## config.mk

```make
export PLATFORM = sky130hd
export DESIGN_NAME = axi_rr_arbiter_2to1
export DESIGN_NICKNAME = d
export VERILOG_FILES = /design/src/rtl/axi_arb_pkg.sv /design/src/rtl/axi_rr_grant.sv /design/src/rtl/axi_rr_arbiter_2to1.sv
export SDC_FILE = /design/constraint.sdc
export NUM_CORES = 1
export LEC_CHECK = 0
export CAP_MARGIN = 20
export CORE_AREA = 2 2 213 215
export DETAILED_ROUTE_END_ITERATION = 16
export DIE_AREA = 0 0 215 217
export GPL_TIMING_DRIVEN = 0
export PLACE_DENSITY = 0.4
export RECOVER_POWER = 50
export REMOVE_ABC_BUFFERS = 1
export SYNTH_ARGS = -nofsm -noshare
export SYNTH_HDL_FRONTEND = slang
export SYNTH_HIERARCHICAL = 1
export SYNTH_SLANG_ARGS = --single-unit
```

## constraint.sdc

```tcl
create_clock -name ACLK -period 1.2 [get_ports ACLK]
set_input_delay 0.24 -clock ACLK [delete_from_list [all_inputs] [get_ports ACLK]]
set_output_delay 0.24 -clock ACLK [all_outputs]
set_load 0.05 [all_outputs]
```

## src/rtl/axi_arb_pkg.sv

```systemverilog
// Shared types and constants for the two-master AXI round-robin arbiter.
// Holds the path state encodings, response codes and default bus widths.
package axi_arb_pkg;

    localparam int ADDR_W_DEF = 32;
    localparam int DATA_W_DEF = 32;
    localparam int ID_W_DEF   = 2;

    localparam logic [1:0] AXI_RESP_OKAY   = 2'b00;
    localparam logic [1:0] AXI_RESP_SLVERR = 2'b10;

    typedef enum logic [1:0] {
        WR_IDLE = 2'd0,
        WR_ADDR = 2'd1,
        WR_DATA = 2'd2,
        WR_RESP = 2'd3
    } wr_state_t;

    typedef enum logic [1:0] {
        RD_IDLE = 2'd0,
        RD_ADDR = 2'd1,
        RD_DATA = 2'd2
    } rd_state_t;

endpackage

```

## src/rtl/axi_rr_grant.sv

```systemverilog
// Two-way round-robin picker: a grant of 1 selects master 1.
// Purely combinational; the owning FSM registers the result and the history.
module axi_rr_grant (
    input  logic [1:0] req,
    input  logic       last_served,
    output logic       gnt
);

    // A lone requester wins; on a tie the master not served last wins
    always_comb begin
        gnt = 1'b0;
        case (req)
            2'b01:   gnt = 1'b0;
            2'b10:   gnt = 1'b1;
            2'b11:   gnt = ~last_served;
            default: gnt = 1'b0;
        endcase
    end

endmodule

```

## src/rtl/axi_rr_arbiter_2to1.sv

```systemverilog
// Two-master to one-slave AXI4 arbiter with independent round-robin write and read paths.
// Each grant is held for a whole burst; responses follow the grant register, IDs pass through.
module axi_rr_arbiter_2to1
    import axi_arb_pkg::*;
#(
    parameter int ADDR_W = ADDR_W_DEF,
    parameter int DATA_W = DATA_W_DEF,
    parameter int ID_W   = ID_W_DEF
) (
    input  logic                ACLK,
    input  logic                ARESETn,
    // master 0
    input  logic [ID_W-1:0]     S0_AWID,
    input  logic [ADDR_W-1:0]   S0_AWADDR,
    input  logic [7:0]          S0_AWLEN,
    input  logic [2:0]          S0_AWSIZE,
    input  logic [1:0]          S0_AWBURST,
    input  logic                S0_AWVALID,
    output logic                S0_AWREADY,
    input  logic [DATA_W-1:0]   S0_WDATA,
    input  logic [DATA_W/8-1:0] S0_WSTRB,
    input  logic                S0_WLAST,
    input  logic                S0_WVALID,
    output logic                S0_WREADY,
    output logic [ID_W-1:0]     S0_BID,
    output logic [1:0]          S0_BRESP,
    output logic                S0_BVALID,
    input  logic                S0_BREADY,
    input  logic [ID_W-1:0]     S0_ARID,
    input  logic [ADDR_W-1:0]   S0_ARADDR,
    input  logic [7:0]          S0_ARLEN,
    input  logic [2:0]          S0_ARSIZE,
    input  logic [1:0]          S0_ARBURST,
    input  logic                S0_ARVALID,
    output logic                S0_ARREADY,
    output logic [ID_W-1:0]     S0_RID,
    output logic [DATA_W-1:0]   S0_RDATA,
    output logic [1:0]          S0_RRESP,
    output logic                S0_RLAST,
    output logic                S0_RVALID,
    input  logic                S0_RREADY,
    // master 1
    input  logic [ID_W-1:0]     S1_AWID,
    input  logic [ADDR_W-1:0]   S1_AWADDR,
    input  logic [7:0]          S1_AWLEN,
    input  logic [2:0]          S1_AWSIZE,
    input  logic [1:0]          S1_AWBURST,
    input  logic                S1_AWVALID,
    output logic                S1_AWREADY,
    input  logic [DATA_W-1:0]   S1_WDATA,
    input  logic [DATA_W/8-1:0] S1_WSTRB,
    input  logic                S1_WLAST,
    input  logic                S1_WVALID,
    output logic                S1_WREADY,
    output logic [ID_W-1:0]     S1_BID,
    output logic [1:0]          S1_BRESP,
    output logic                S1_BVALID,
    input  logic                S1_BREADY,
    input  logic [ID_W-1:0]     S1_ARID,
    input  logic [ADDR_W-1:0]   S1_ARADDR,
    input  logic [7:0]          S1_ARLEN,
    input  logic [2:0]          S1_ARSIZE,
    input  logic [1:0]          S1_ARBURST,
    input  logic                S1_ARVALID,
    output logic                S1_ARREADY,
    output logic [ID_W-1:0]     S1_RID,
    output logic [DATA_W-1:0]   S1_RDATA,
    output logic [1:0]          S1_RRESP,
    output logic                S1_RLAST,
    output logic                S1_RVALID,
    input  logic                S1_RREADY,
    // shared slave port
    output logic [ID_W-1:0]     M_AWID,
    output logic [ADDR_W-1:0]   M_AWADDR,
    output logic [7:0]          M_AWLEN,
    output logic [2:0]          M_AWSIZE,
    output logic [1:0]          M_AWBURST,
    output logic                M_AWVALID,
    input  logic                M_AWREADY,
    output logic [DATA_W-1:0]   M_WDATA,
    output logic [DATA_W/8-1:0] M_WSTRB,
    output logic                M_WLAST,
    output logic                M_WVALID,
    input  logic                M_WREADY,
    input  logic [ID_W-1:0]     M_BID,
    input  logic [1:0]          M_BRESP,
    input  logic                M_BVALID,
    output logic                M_BREADY,
    output logic [ID_W-1:0]     M_ARID,
    output logic [ADDR_W-1:0]   M_ARADDR,
    output logic [7:0]          M_ARLEN,
    output logic [2:0]          M_ARSIZE,
    output logic [1:0]          M_ARBURST,
    output logic                M_ARVALID,
    input  logic                M_ARREADY,
    input  logic [ID_W-1:0]     M_RID,
    input  logic [DATA_W-1:0]   M_RDATA,
    input  logic [1:0]          M_RRESP,
    input  logic                M_RLAST,
    input  logic                M_RVALID,
    output logic                M_RREADY
);

    wr_state_t wr_state_r, wr_state_nxt_s;
    rd_state_t rd_state_r, rd_state_nxt_s;
    logic      wgnt_r, wgnt_nxt_s, wpick_s, wlast_served_r, wlast_served_nxt_s;
    logic      rgnt_r, rgnt_nxt_s, rpick_s, rlast_served_r, rlast_served_nxt_s;

    axi_rr_grant u_wr_grant (
        .req         ({S1_AWVALID, S0_AWVALID}),
        .last_served (wlast_served_r),
        .gnt         (wpick_s)
    );

    axi_rr_grant u_rd_grant (
        .req         ({S1_ARVALID, S0_ARVALID}),
        .last_served (rlast_served_r),
        .gnt         (rpick_s)
    );

    // Write path: next state and grant-steered AW/W/B muxes, silent outside the active phase
    always_comb begin
        wr_state_nxt_s     = wr_state_r;
        wgnt_nxt_s         = wgnt_r;
        wlast_served_nxt_s = wlast_served_r;
        M_AWID = '0;  M_AWADDR = '0;  M_AWLEN = 8'd0;  M_AWSIZE = 3'd0;  M_AWBURST = 2'd0;
        M_AWVALID = 1'b0;
        M_WDATA = '0;  M_WSTRB = '0;  M_WLAST = 1'b0;  M_WVALID = 1'b0;  M_BREADY = 1'b0;
        S0_AWREADY = 1'b0;  S0_WREADY = 1'b0;  S0_BID = '0;  S0_BRESP = 2'd0;  S0_BVALID = 1'b0;
        S1_AWREADY = 1'b0;  S1_WREADY = 1'b0;  S1_BID = '0;  S1_BRESP = 2'd0;  S1_BVALID = 1'b0;
        case (wr_state_r)
            WR_IDLE: begin
                if (S0_AWVALID || S1_AWVALID) begin
                    wgnt_nxt_s     = wpick_s;
                    wr_state_nxt_s = WR_ADDR;
                end else begin
                    wr_state_nxt_s = WR_IDLE;
                end
            end
            WR_ADDR: begin
                if (wgnt_r) begin
                    M_AWID = S1_AWID;  M_AWADDR = S1_AWADDR;  M_AWLEN = S1_AWLEN;
                    M_AWSIZE = S1_AWSIZE;  M_AWBURST = S1_AWBURST;  M_AWVALID = S1_AWVALID;
                    S1_AWREADY = M_AWREADY;
                end else begin
                    M_AWID = S0_AWID;  M_AWADDR = S0_AWADDR;  M_AWLEN = S0_AWLEN;
                    M_AWSIZE = S0_AWSIZE;  M_AWBURST = S0_AWBURST;  M_AWVALID = S0_AWVALID;
                    S0_AWREADY = M_AWREADY;
                end
                if (M_AWVALID && M_AWREADY) begin
                    wr_state_nxt_s = WR_DATA;
                end else begin
                    wr_state_nxt_s = WR_ADDR;
                end
            end
            WR_DATA: begin
                if (wgnt_r) begin
                    M_WDATA = S1_WDATA;  M_WSTRB = S1_WSTRB;  M_WLAST = S1_WLAST;
                    M_WVALID = S1_WVALID;  S1_WREADY = M_WREADY;
                end else begin
                    M_WDATA = S0_WDATA;  M_WSTRB = S0_WSTRB;  M_WLAST = S0_WLAST;
                    M_WVALID = S0_WVALID;  S0_WREADY = M_WREADY;
                end
                if (M_WVALID && M_WREADY && M_WLAST) begin
                    wr_state_nxt_s = WR_RESP;
                end else begin
                    wr_state_nxt_s = WR_DATA;
                end
            end
            WR_RESP: begin
                if (wgnt_r) begin
                    S1_BID = M_BID;  S1_BRESP = M_BRESP;  S1_BVALID = M_BVALID;  M_BREADY = S1_BREADY;
                end else begin
                    S0_BID = M_BID;  S0_BRESP = M_BRESP;  S0_BVALID = M_BVALID;  M_BREADY = S0_BREADY;
                end
                if (M_BVALID && M_BREADY) begin
                    wr_state_nxt_s     = WR_IDLE;
                    wlast_served_nxt_s = wgnt_r;
                end else begin
                    wr_state_nxt_s = WR_RESP;
                end
            end
            default: wr_state_nxt_s = WR_IDLE;
        endcase
    end

    // Read path: next state and grant-steered AR/R muxes, silent outside the active phase
    always_comb begin
        rd_state_nxt_s     = rd_state_r;
        rgnt_nxt_s         = rgnt_r;
        rlast_served_nxt_s = rlast_served_r;
        M_ARID = '0;  M_ARADDR = '0;  M_ARLEN = 8'd0;  M_ARSIZE = 3'd0;  M_ARBURST = 2'd0;
        M_ARVALID = 1'b0;  M_RREADY = 1'b0;
        S0_ARREADY = 1'b0;  S0_RID = '0;  S0_RDATA = '0;  S0_RRESP = 2'd0;  S0_RLAST = 1'b0;
        S0_RVALID = 1'b0;
        S1_ARREADY = 1'b0;  S1_RID = '0;  S1_RDATA = '0;  S1_RRESP = 2'd0;  S1_RLAST = 1'b0;
        S1_RVALID = 1'b0;
        case (rd_state_r)
            RD_IDLE: begin
                if (S0_ARVALID || S1_ARVALID) begin
                    rgnt_nxt_s     = rpick_s;
                    rd_state_nxt_s = RD_ADDR;
                end else begin
                    rd_state_nxt_s = RD_IDLE;
                end
            end
            RD_ADDR: begin
                if (rgnt_r) begin
                    M_ARID = S1_ARID;  M_ARADDR = S1_ARADDR;  M_ARLEN = S1_ARLEN;
                    M_ARSIZE = S1_ARSIZE;  M_ARBURST = S1_ARBURST;  M_ARVALID = S1_ARVALID;
                    S1_ARREADY = M_ARREADY;
                end else begin
                    M_ARID = S0_ARID;  M_ARADDR = S0_ARADDR;  M_ARLEN = S0_ARLEN;
                    M_ARSIZE = S0_ARSIZE;  M_ARBURST = S0_ARBURST;  M_ARVALID = S0_ARVALID;
                    S0_ARREADY = M_ARREADY;
                end
                if (M_ARVALID && M_ARREADY) begin
                    rd_state_nxt_s = RD_DATA;
                end else begin
                    rd_state_nxt_s = RD_ADDR;
                end
            end
            RD_DATA: begin
                if (rgnt_r) begin
                    S1_RID = M_RID;  S1_RDATA = M_RDATA;  S1_RRESP = M_RRESP;  S1_RLAST = M_RLAST;
                    S1_RVALID = M_RVALID;  M_RREADY = S1_RREADY;
                end else begin
                    S0_RID = M_RID;  S0_RDATA = M_RDATA;  S0_RRESP = M_RRESP;  S0_RLAST = M_RLAST;
                    S0_RVALID = M_RVALID;  M_RREADY = S0_RREADY;
                end
                if (M_RVALID && M_RREADY && M_RLAST) begin
                    rd_state_nxt_s     = RD_IDLE;
                    rlast_served_nxt_s = rgnt_r;
                end else begin
                    rd_state_nxt_s = RD_DATA;
                end
            end
            default: rd_state_nxt_s = RD_IDLE;
        endcase
    end

    // Path state, burst-locked grants and round-robin history; last_served=1 lets master 0 win the first tie
    always_ff @(posedge ACLK or negedge ARESETn) begin
        if (!ARESETn) begin
            wr_state_r     <= WR_IDLE;
            wgnt_r         <= 1'b0;
            wlast_served_r <= 1'b1;
            rd_state_r     <= RD_IDLE;
            rgnt_r         <= 1'b0;
            rlast_served_r <= 1'b1;
        end else begin
            wr_state_r     <= wr_state_nxt_s;
            wgnt_r         <= wgnt_nxt_s;
            wlast_served_r <= wlast_served_nxt_s;
            rd_state_r     <= rd_state_nxt_s;
            rgnt_r         <= rgnt_nxt_s;
            rlast_served_r <= rlast_served_nxt_s;
        end
    end

endmodule

```

==> metrics <==
status finished with violations; failing checks negative setup slack; Leak 4.72 nW; biggest area consumer among synthesized cells mux2i_1; Distinct cells, synth 34; Post-synth ARST share 1.00; clock root buffer clkbuf_16; Initial Utilization 0.0720; PnR worst setup slack -0.684 ns; CP max stage cell dfrtp_4; WL final 30400 um; CP Class flip-flop to primary output; cts hold-fix bufs 0; DRC Markers 0; num rows 78; largest net degree at the start of global routing 45; final instance area 10800 um^2; warning count from the yosys run 6; cts bufs inserted 3; worst path cell trace buf_16 -> nor2_4 -> buf_4 -> buf_8 -> and2_1 -> buf_6; first-pass GRT wire length 39700 um; RSZ-0062 raised after global routing true; # clock sinks 8; commonest cells in the netlist nor2_1, mux2i_1, and2_1; Layout Nets 1349; setup TNS -133.47 ns; post-synthesis sequential area ratio 0.0630; Final period util 1.57; most common cell in the netlist nor2_1; clock buffer depth 2; Rel. slew slack 0.688; Final Wtd Congestion 0.754; r2r setup slk -0.36 ns; Mapped Cells 456; Max Slew Vio Count 0; Port Buffer Count 547; CTS tree done; crit path launch type flip-flop; Congestion Overflow GR 0; skew final 0.000262 ns; Worst-Margin Slew 0.466 ns; clock-pin transition on the worst setup and hold timing paths 0.04 ns; Syn Area/Cell 7.05 um^2; antenna viol nets, final 0; Top Ports 548; synth top area cells mux2i_1, nor2_1, and2_1; number of synthesized flops with an enable pin 0; min-delay worst type input port to async pin; CP Data Arrival Time 1.64 ns; total track usage 0.115; drt via density 3.40; Die Ht 217 um; Initial DRT Pass Iterations 4; initial antenna violation count 4; Filler Cells Inserted 5008; Worst R2R End rlast_served_r; Synth Cell Area 3220 um^2; Top FF cell, synth dfrtp_1; FF-to-FF path depth 5; Pwr Density 2290 nW/um^2; 1st-iter DRT viols 133; Yosys reg bits 8; Crit path largest cell delay 0.51 ns; core area 44700 um^2; number of global-route vias before repair 5558; number of vias in the routed layout 5538; WP data required 0.96 ns; clk_lat worst skew 0.23 ns; Max Fanout on Critical Path 7; worst vdd ir 0.00148 V; H-tree levels 1; sequential standard cell area 215 um^2; top-area cell type share of the netlist area 0.414; final hold vios 0; total power 24.7 mW; multi-input logic area 3090 um^2; dpl cell area 9310 um^2; post-DP HPWL 23200 um; final setup fails 235; die area 46700 um^2; chip width 215 um; layout cell share with drive strength beyond 1 0.388; area grow syn2layout 235%; fmax 0.531 GHz; worst r2r src rgnt_r; Hold Worst Slack 0.399 ns; post-layout min period 1.88 ns; Max-Cap Viols 0; WL/cell 18.6 um; Worst setup EP type primary output
## logic make-up (layout without fill, tap and decap cells)
| group | count (synthesis) | after routing | synth area share |
|---|---|---|---|
| and+or+nand+nor | 253 | 258 | 0.380 |
| buffers and inverters | 45 | 611 | 0.0914 |
| other | 0 | 3 | 0 |
| DFF | 8 | 8 | 0.0630 |
| muxes | 138 | 138 | 0.434 |
| AOI/OAI and AO/OA | 12 | 12 | 0.0311 |
## per-stage QoR
stage | utilization | instances | worst slack [ns]
finish | 0.241 | 1630 | -0.684
global route | 0.241 | 1629 | -0.713
CTS | 0.219 | 1599 | -0.696
detailed placement | 0.208 | 1567 | -1.57
global placement | 0.205 | 1561 | -4.82
floorplan | - | 414 | -3.20
## what timing repair did
item,in CTS,in global routing
endpoints found under the setup margin,236,235
resized for setup,1397,339
pin swaps,10,23
cloned,13,9
buffers inserted,16,19
## worst max-delay path by stage
stage / startpoint / endpoint / slack [ns] / cells after the start
after floorplan: wgnt_r / M_AWVALID / -3.20 / 2
after global placement: wgnt_r / M_WDATA[4] / -4.82 / 3
after detailed placement: rgnt_r / S0_RDATA[4] / -1.57 / 5
after CTS: wgnt_r / M_WDATA[11] / -0.70 / 4
after global routing: rgnt_r / S0_RID[1] / -0.71 / 6
final: rgnt_r / S0_RID[1] / -0.68 / 6
## critical path: cells and delay by family, from the launching register on
family / cells / cell delay (ns)
and+or+nand+nor: 2 / 0.28
buffers and inverters: 4 / 0.61
DFF: 1 / 0.51
## flip-flops by register name, summed over array words and instances (netlist names)
signal,flops
rd_state_r,2
rgnt_r,1
rlast_served_r,1
wgnt_r,1
wlast_served_r,1
wr_state_r,2
## report_power, final
part           total (mW)  switching [mW]  internal, mW
clock               0.566           0.135         0.430
sequential          0.760           0.314         0.446
combinational        23.4            13.8          9.55
total                24.7            14.2          10.4
## cells in the final DEF (no fill, tap or decap), types with 3 or more instances in the layout
cell / synthesis / routed
buf_8: 0 / 29
buf_4: 8 / 47
and2_1: 85 / 32
nand2b_4: 1 / 5
buf_2: 16 / 6
dfrtp_2: 0 / 4
diode_2: 0 / 3
buf_16: 0 / 11
buf_6: 10 / 154
buf_12: 0 / 10
nor2_4: 0 / 7
clkbuf_4: 0 / 19
and2_4: 0 / 53
nor2_1: 144 / 135
nor3_1: 5 / 4
nand2_1: 4 / 3
clkbuf_16: 0 / 11
mux2i_2: 1 / 12
clkdlybuf4s50_1: 0 / 318
nor2_2: 0 / 6
mux2i_1: 133 / 120
## per-layer routing
| metal | part of all wire | GRT usage |
|---|---|---|
| met5 | 0.00089 | 0 |
| met4 | 0.012 | 0.0177 |
| met3 | 0.094 | 0.0396 |
| met2 | 0.50 | 0.210 |
| met1 | 0.39 | 0.131 |
## area by class of cell
cell class,count,share of cell area
diodes,3,0.000696
repair buffers,605,0.615
clock buffers,3,0.00696
inverters,3,0.00174
multi-input cells,408,0.286
well taps,600,0.0696
flip-flops and latches,8,0.0199
No activity file was read; power rests on OpenSTA's default activity.
